[src/rtl/umem_arbiter.sv]
// rtl/umem_arbiter.sv - fetch/data arbiter sequencing 32-bit words onto an 8-bit unified memory
//
// Shares a single-ported 256x8 synchronous memory between the instruction
// fetch port (read only) and the load/store data port. Each granted word is
// moved as four byte beats at addr+0..addr+3 (wrapping mod 256) and is
// assembled little-endian. Completion is a one-cycle ack on the winning port.
//
// Ports:
//   clk, nreset                     clock (rising edge), async active-low reset
//   i_req, i_addr                   fetch request and byte address
//   i_ack, i_rdata                  fetch completion pulse and fetched word
//   d_req, d_we, d_addr, d_wdata    data request, write flag, address, write word
//   d_ack, d_rdata                  data completion pulse and read word (0 on writes)
//   mem_en, mem_we                  memory strobe and byte write enable
//   mem_addr, mem_wdata             memory byte address and write byte
//   mem_rdata                       memory read byte, valid the cycle after mem_en
//   busy                            high while a transaction is in flight
//
// Build option:
//   UMEM_ARB_RR_EN  defined   -> round-robin between fetch and data on ties
//                   undefined -> fixed priority, data always wins

module umem_arbiter (
    input  logic        clk,
    input  logic        nreset,
    input  logic        i_req,
    input  logic [7:0]  i_addr,
    output logic        i_ack,
    output logic [31:0] i_rdata,
    input  logic        d_req,
    input  logic        d_we,
    input  logic [7:0]  d_addr,
    input  logic [31:0] d_wdata,
    output logic        d_ack,
    output logic [31:0] d_rdata,
    output logic        mem_en,
    output logic        mem_we,
    output logic [7:0]  mem_addr,
    output logic [7:0]  mem_wdata,
    input  logic [7:0]  mem_rdata,
    output logic        busy
);

    typedef enum logic [1:0] {
        S_IDLE = 2'd0,
        S_XFER = 2'd1,
        S_LAST = 2'd2,
        S_ACK  = 2'd3
    } state_t;

    state_t      r_state;
    logic [1:0]  r_beat;
    logic        r_win_d;
    logic [7:0]  r_addr;
    logic        r_we;
    logic [31:0] r_wdata;
    logic [23:0] r_rbuf;

    logic        w_in_ack;
    logic        w_can_grant;
    logic        w_i_req;
    logic        w_d_req;
    logic        w_grant_any;
    logic        w_grant_d;
    logic [7:0]  w_next_addr;
    logic        w_next_we;
    logic [31:0] w_next_wdata;
    logic [1:0]  w_nbeat;
    logic [1:0]  w_cap_idx;

    assign w_in_ack    = (r_state == S_ACK);
    assign w_can_grant = (r_state == S_IDLE) || w_in_ack;

    // The port being acked this cycle is still holding its request; hide it
    // so it cannot be re-granted on its own stale request.
    assign w_i_req = i_req & ~(w_in_ack & ~r_win_d);
    assign w_d_req = d_req & ~(w_in_ack &  r_win_d);

`ifdef UMEM_ARB_RR_EN
    logic r_last_d;

    assign w_grant_any = w_i_req | w_d_req;
    assign w_grant_d   = (w_i_req & w_d_req) ? ~r_last_d : w_d_req;

    always_ff @(posedge clk or negedge nreset) begin
        if (!nreset) begin
            r_last_d <= 1'b0;
        end else if (w_can_grant && w_grant_any) begin
            r_last_d <= w_grant_d;
        end
    end
`else
    // Fixed priority looks at the raw d_req: while data keeps requesting,
    // even during its own ack cycle, fetch is never granted.
    assign w_grant_any = w_d_req | (w_i_req & ~d_req);
    assign w_grant_d   = w_d_req;
`endif

    assign w_next_addr  = w_grant_d ? d_addr : i_addr;
    assign w_next_we    = w_grant_d & d_we;
    assign w_next_wdata = w_grant_d ? d_wdata : 32'd0;
    assign w_nbeat      = r_beat + 2'd1;
    assign w_cap_idx    = r_beat - 2'd1;

    always_ff @(posedge clk or negedge nreset) begin
        if (!nreset) begin
            r_state   <= S_IDLE;
            r_beat    <= 2'd0;
            r_win_d   <= 1'b0;
            r_addr    <= 8'd0;
            r_we      <= 1'b0;
            r_wdata   <= 32'd0;
            r_rbuf    <= 24'd0;
            i_ack     <= 1'b0;
            i_rdata   <= 32'd0;
            d_ack     <= 1'b0;
            d_rdata   <= 32'd0;
            mem_en    <= 1'b0;
            mem_we    <= 1'b0;
            mem_addr  <= 8'd0;
            mem_wdata <= 8'd0;
            busy      <= 1'b0;
        end else begin
            // Acks and returned words are single-cycle pulses.
            i_ack   <= 1'b0;
            i_rdata <= 32'd0;
            d_ack   <= 1'b0;
            d_rdata <= 32'd0;

            case (r_state)
                S_IDLE, S_ACK: begin
                    if (w_grant_any) begin
                        r_state   <= S_XFER;
                        r_beat    <= 2'd0;
                        r_win_d   <= w_grant_d;
                        r_addr    <= w_next_addr;
                        r_we      <= w_next_we;
                        r_wdata   <= w_next_wdata;
                        r_rbuf    <= 24'd0;
                        mem_en    <= 1'b1;
                        mem_we    <= w_next_we;
                        mem_addr  <= w_next_addr;
                        mem_wdata <= w_next_wdata[7:0];
                        busy      <= 1'b1;
                    end else begin
                        r_state <= S_IDLE;
                        mem_en  <= 1'b0;
                        mem_we  <= 1'b0;
                        busy    <= 1'b0;
                    end
                end

                S_XFER: begin
                    // Read data lags the strobe by one cycle: beat k's byte
                    // arrives while beat k+1 is on the bus.
                    if (r_beat != 2'd0) begin
                        r_rbuf[{w_cap_idx, 3'b000} +: 8] <= mem_rdata;
                    end
                    if (r_beat == 2'd3) begin
                        r_state <= S_LAST;
                        mem_en  <= 1'b0;
                        mem_we  <= 1'b0;
                    end else begin
                        r_beat    <= w_nbeat;
                        mem_addr  <= r_addr + {6'd0, w_nbeat};
                        mem_wdata <= r_wdata[{w_nbeat, 3'b000} +: 8];
                    end
                end

                S_LAST: begin
                    r_state <= S_ACK;
                    if (r_win_d) begin
                        d_ack   <= 1'b1;
                        d_rdata <= r_we ? 32'd0 : {mem_rdata, r_rbuf};
                    end else begin
                        i_ack   <= 1'b1;
                        i_rdata <= {mem_rdata, r_rbuf};
                    end
                end

                default: begin
                    r_state <= S_IDLE;
                end
            endcase
        end
    end

endmodule

[config.mk]
export PLATFORM = sky130hd
export DESIGN_NAME = umem_arbiter
export DESIGN_NICKNAME = d
export VERILOG_FILES = /design/src/rtl/umem_arbiter.sv
export SDC_FILE = /design/constraint.sdc
export NUM_CORES = 1
export LEC_CHECK = 0
export ABC_CLOCK_PERIOD_IN_PS = 5200
export CORE_MARGIN = 1.5
export CORE_UTILIZATION = 39
export CTS_CLUSTER_DIAMETER = 150
export DETAILED_ROUTE_END_ITERATION = 8
export MAX_ROUTING_LAYER = met4
export PLACE_DENSITY_LB_ADDON = 0.3
export SYNTH_ARGS = -nofsm -noshare
export SYNTH_HDL_FRONTEND = slang
export SYNTH_SLANG_ARGS = --single-unit
[constraint.sdc]
create_clock -name clk -period 5.2 [get_ports clk]
set_input_delay 1.3 -clock clk [delete_from_list [all_inputs] [get_ports clk]]
set_output_delay 1.3 -clock clk [all_outputs]
set_load 0.005 [all_outputs]
==> results of run 1 <==
state kept, by name (all words and copies together) (netlist names), 2 cells and up:
register   cells
r_rbuf        24
r_addr         8
r_state        2
i_rdata       32
d_rdata       32
mem_wdata      8
r_wdata       32
mem_addr       8
r_beat         2
worst max path at each step:
stage          cells past startpoint  slack, ns              startpoint                  endpoint
2_1_floorplan                      6       2.53                   d_req   mem_addr[4]$_DFFE_PN0P_
3_5_place_dp                       6       1.63                   d_req  mem_wdata[0]$_DFFE_PN0P_
3_3_place_gp                       6       1.68                   d_req  mem_wdata[4]$_DFFE_PN0P_
6_report                           8       1.93  r_state[0]$_DFFE_PN0P_  mem_wdata[3]$_DFFE_PN0P_
5_1_grt                            7       1.62   r_beat[0]$_DFFE_PN0P_   mem_addr[3]$_DFFE_PN0P_
4_1_cts                            7       1.91   r_beat[0]$_DFFE_PN0P_   mem_addr[3]$_DFFE_PN0P_
stage by stage:
step                hold slack [ns]  total power, mW  cell area (µm²)
floorplan                     0.454             2.86             6570
global placement              0.461             3.36             8180
detailed placement            0.462             3.44             8180
CTS                           0.480             4.64             8740
global route                  0.496             4.88             8740
finish                        0.471             4.59             8740
final cells by class:
type	instances	area (µm²)
Fill cell	1399	7780
Clock buffer	17	425
Inverter	34	128
Timing Repair Buffer	151	1500
Clock inverter	15	140
Sequential cell	155	3880
Multi-Input combinational cell	347	2400
Tap cell	220	275
report_power, final:
part | switching (mW) | internal, mW
sequential | 0.216 | 1.48
clock | 0.519 | 0.666
combinational | 0.928 | 0.784
total | 1.66 | 2.93
synth_stat cells:
master and number:
or4_1 1, nor4_2 1, buf_4 1, nor3_1 31, a21boi_4 1, nor3b_1 1
mux2_2 21, nor2_2 1, o2bb2ai_1 1, buf_6 1, o311ai_2 1, fa_1 1
and2_1 41, nand2_1 72, o31ai_1 12, dfrtp_1 155, mux4_2 8, nor4b_2 1
or3_1 4, o21a_1 2, a32o_1 8, mux2_4 2, ha_1 11, xnor2_1 2
nor2b_1 1, a21oi_1 7, mux2i_1 29, o21ai_0 33, a311oi_2 1, xor2_1 1
buf_2 10, buf_1 5, inv_1 34, nand3_1 36, clkbuf_1 23, a21o_1 1
a31oi_1 2, nor2_1 9, or4b_2 1, nand2b_1 3
layer usage:
| layer | wire length [µm] | vias up | GRT usage, % |
|---|---|---|---|
| met5 | 0 | - | - |
| met4 | 170 | 0 | 7.33 |
| met3 | 893 | 17 | 4.10 |
| met2 | 7360 | 169 | 29.6 |
| met1 | 6960 | 2283 | 25.3 |
| li1 | - | 2211 | - |
worst reg2reg max path: cells and delay by family, from the launching register on:
family / cells / cell delay [ns]
compound gates: 1 / 0.34
fa+ha+maj: 1 / 0.27
buf+inv: 4 / 1.09
flops: 1 / 0.40
mux: 1 / 0.41
simple gates: 1 / 0.65
logic make-up (layout without fill, tap and decap cells):
logic type	after synthesis	after routing
simple gates	203	203
flops	155	155
buf+inv	74	217
compound gates	69	69
mux	60	60
fa+ha+maj	12	12
xor+xnor	3	3
==> results.toml, run 1 <==
[drt]
vias = 4680
wl_per_cell_um = 16.4
viasPerCell = 4.98
drt_iter0_markers = 258
drtAntennaViolNets = 0
drc = 0
finalWirelength_um = 15400
drt-pass1-iter-count = 5

[worst_setup_path]
crit_path_start_kind = "register"
reg2reg_slack_ns = 1.93
critPathMaxStageDelay_ns = 0.64
crit_chain = "inv_1 > ha_1 > buf_4 > inv_1 > a311oi_2 > buf_4 > or3_1 > mux2_2"
cp_top_family = "buffers and inverters"
crit_path_top_delay_cell = "or3_1"
end_kind = "register"
path_buf_inv = 4
r2r_start = "r_state[0]$_DFFE_PN0P_"
cp_max_fo = 35
reg2reg_depth = 8
crit_required_ns = 5.51
crit_type = "register to register"
r2r_end = "mem_wdata[3]$_DFFE_PN0P_"
arrival_ns = 3.58

[final_layout]
mostFrequentLayoutCell = "dfrtp_1"
nets = 779
antenna_cells = 0
drive_gt1_share_pct = 11.0
mostFrequentLayoutCells = "dfrtp_1, clkdlybuf4s50_1, nand2_1"
final_core_utilization_pct = 52.9
area_growth_pct = 33.1
fin_cells = 939

[placement]
dp_cells = 907
dp_slack_ns = 1.63
dp_hpwl_um = 10500
io_buffers = 145
gp_congestion = 0.778

[flow_run]
cap_violations = 0

[sta]
slew_viol_final = 0
rsz0062_at_grt = "no"
worstMarginPinSlew_ns = 1.17
slew_headroom_pct = 22.0
finalCriticalPeriod_ns = 3.27
finalCritPeriodShare_pct = 62.9
hold_violations = 0
clock.fmax_mhz = 306
setup_viol = 0
skew_ns = 0.0127
tns_ns = 0
setup_ws_ns = 1.93

[logic_synthesis]
syn_avg_cell_area_um2 = 11.4
ys_ff_latch = 155
synth_top_family_by_area = "simple AND/OR/NAND/NOR gates"
synth_top_cell_area_share_pct = 59.0
synthXorXnorAreaFrac_pct = 0.400
synth_mux_area_share_pct = 11.2
ys_top_cells_by_area = "dfrtp_1, mux2i_1, nand2_1"
yosys.area.top_type = "dfrtp_1"
syn_inst = 576
ys_types = 40
synth-warning-count = 0
synth-seq-area-share_pct = 59.0
synth_compound_area_share_pct = 7.07
synth_nets = 649
synth_area_um2 = 6570
synth_simple_gate_area_share_pct = 15.3
yosys.area_share.adder_pct = 2.40

[global_route]
grt_overflow = 0
grt_start_max_net_pins = 70
grt_pass1_wl_um = 25600
grt_pass1_vias = 4758
track_usage_pct = 19.3
antenna_found_initial = 0

[floorplan]
core-area_um2 = 16500
die_x_um = 133
rows = 47
start_util_pct = 39.8
die_y_um = 133
io-pin-count = 146
die_area_um2 = 17600

[clock_tree]
cts_tree = "done"
cts_made_buffers = 17
hold_buffers = 0
root_buffer = "clkbuf_16"
clock_latency_ns = 0.43
clk_path_buf_depth = 2
htreeDepth = 4
cts.sink_count = 155
postCtsSetupRepairBufs = 0
ctsResizeCount = 0
cts.clk_slew.worst_paths_ns = 0.06

[min_path]
hold_class = "register to register"
holdPathEnd = "i_rdata[21]$_DFF_PN0_"
hp-start = "r_rbuf[21]$_DFFE_PN0P_"
min_path_cells = 1

[power_and_ir_drop]
p_per_area_nw_per_um2 = 525
max-vdd-ir-drop_v = 0.000389
leakagePower_nw = 3.94

[status]
status = "finished clean"
No activity file was read; power rests on OpenSTA's default activity.
==> run 2: changes to the inputs <==
--- a/config.mk
+++ b/config.mk
@@ -5,7 +5,7 @@
 export SDC_FILE = /design/constraint.sdc
 export NUM_CORES = 1
 export LEC_CHECK = 0
-export ABC_CLOCK_PERIOD_IN_PS = 5200
+export ABC_CLOCK_PERIOD_IN_PS = 3100
 export CORE_MARGIN = 1.5
 export CORE_UTILIZATION = 39
 export CTS_CLUSTER_DIAMETER = 150
==> constraint.sdc (replaced) <==
create_clock -name clk -period 3.1 [get_ports clk]
set_input_delay 0.775 -clock clk [delete_from_list [all_inputs] [get_ports clk]]
set_output_delay 0.775 -clock clk [all_outputs]
set_load 0.005 [all_outputs]
==> results.toml, run 2 (synthesis gave the netlist of run 1 again) <==
[sta]
tns_ns = 0
hold_violations = 0
finalCriticalPeriod_ns = 2.31
worstMarginPinSlew_ns = 0.948
hold_ws_ns = 0.389
clock.fmax_mhz = 433
skew_ns = 0.00646
slew_viol_final = 0
finalCritPeriodShare_pct = 74.5
setup_ws_ns = 0.791
rsz0062_at_grt = "no"
slew_headroom_pct = 36.8
setup_viol = 0

[clock_tree]
root_buffer = "clkbuf_16"
hold_buffers = 0
htreeDepth = 4
cts_tree = "done"
ctsResizeCount = 0
postCtsSetupRepairBufs = 0
clk_path_buf_depth = 2
clock_latency_ns = 0.43
cts_made_buffers = 17
cts.sink_count = 155
cts.clk_slew.worst_paths_ns = 0.06

[power_and_ir_drop]
p_per_area_nw_per_um2 = 890
power.total_mw = 7.91
max-vdd-ir-drop_v = 0.000528
leakagePower_nw = 4.03

[global_route]
grt_overflow = 0
antenna_found_initial = 0
track_usage_pct = 19.1
grt_pass1_wl_um = 25500
grt_pass1_vias = 4897
grt_start_max_net_pins = 81

[final_layout]
fillers = 1365
antenna_cells = 0
reg_top3 = "d_rdata x32, i_rdata x32, r_wdata x32"
drive_gt1_share_pct = 12.4
area_growth_pct = 35.3
mostFrequentLayoutCells = "dfrtp_1, clkdlybuf4s50_1, nand2_1"
fin_cells = 951
fin_area_um2 = 8890
mostFrequentLayoutCell = "dfrtp_1"
nets = 791
final_core_utilization_pct = 53.8

[placement]
gp_congestion = 0.790
io_buffers = 145
dp_hpwl_um = 11000
dp_slack_ns = 0.347
place_area_um2 = 8280
dp_cells = 919

[worst_setup_path]
critPathMaxStageDelay_ns = 0.56
crit_path_start_kind = "primary input"
crit_path_top_delay_cell = "or3_1"
cp_max_fo = 13
crit_chain = "clkdlybuf4s50_1 > a21boi_4 > a311oi_2 > buf_4 > or3_1 > mux2i_1"
crit_required_ns = 3.38
end_kind = "register"
crit_type = "primary input to register"
arrival_ns = 2.59

[status]
status = "finished clean"

[floorplan]
die_x_um = 133
die_y_um = 133
core-area_um2 = 16500
io-pin-count = 146
die_area_um2 = 17600
start_util_pct = 39.8
rows = 47

[drt]
wl_per_cell_um = 16.3
drt-pass1-iter-count = 7
vias = 4804
drtAntennaViolNets = 0
drt_iter0_markers = 312
finalWirelength_um = 15500
viasPerCell = 5.05
drc = 0

[min_path]
hold_class = "primary input to asynchronous set/reset pin"

[flow_run]
cap_violations = 0
run 2: path summary, 6_finish.rpt:
path | startpoint | to | slack [ns] | cells after the start
setup / recovery | d_req | r_rbuf[19]$_DFFE_PN0P_ | 0.79 | 6
hold reg to reg | r_rbuf[21]$_DFFE_PN0P_ | i_rdata[21]$_DFF_PN0_ | 0.48 | 1
min in group clk | r_rbuf[21]$_DFFE_PN0P_ | i_rdata[21]$_DFF_PN0_ | 0.48 | 1
setup reg to reg | r_beat[1]$_DFFE_PN0P_ | r_rbuf[9]$_DFFE_PN0P_ | 0.91 | 7
hold / removal | nreset | i_rdata[5]$_DFF_PN0_ | 0.39 | 1
max in group asynchronous | nreset | r_wdata[4]$_DFFE_PN0P_ | 1.98 | 2
run 2: where the power goes:
part           total [mW]  internal [mW]  switching (mW)
clock network        2.11           1.22           0.892
logic                2.98           1.39            1.59
registers            2.82           2.48           0.337
total                7.91           5.09            2.82
run 2: worst max-delay path, delay by kind of cell:
kind | cells | cell delay (ns)
compound gates | 2 | 0.34
buf+inv | 2 | 0.71
mux | 1 | 0.19
simple gates | 1 | 0.56
run 2: layer usage:
metal	global-route usage, %	routed length [µm]
met5	-	0
met4	6.78	276
met3	3.68	786
met2	29.7	7290
met1	25.0	7130
run 2: area by class of cell:
class                           instances  area, µm²  share of cell area, %
Tap cell                              220        275                   3.10
Clock buffer                           17        425                   4.79
Multi-Input combinational cell        347       2400                   27.0
Inverter                               34        128                   1.44
Sequential cell                       155       3880                   43.6
Timing Repair Buffer                  163       1600                   18.0
Clock inverter                         15        181                   2.04
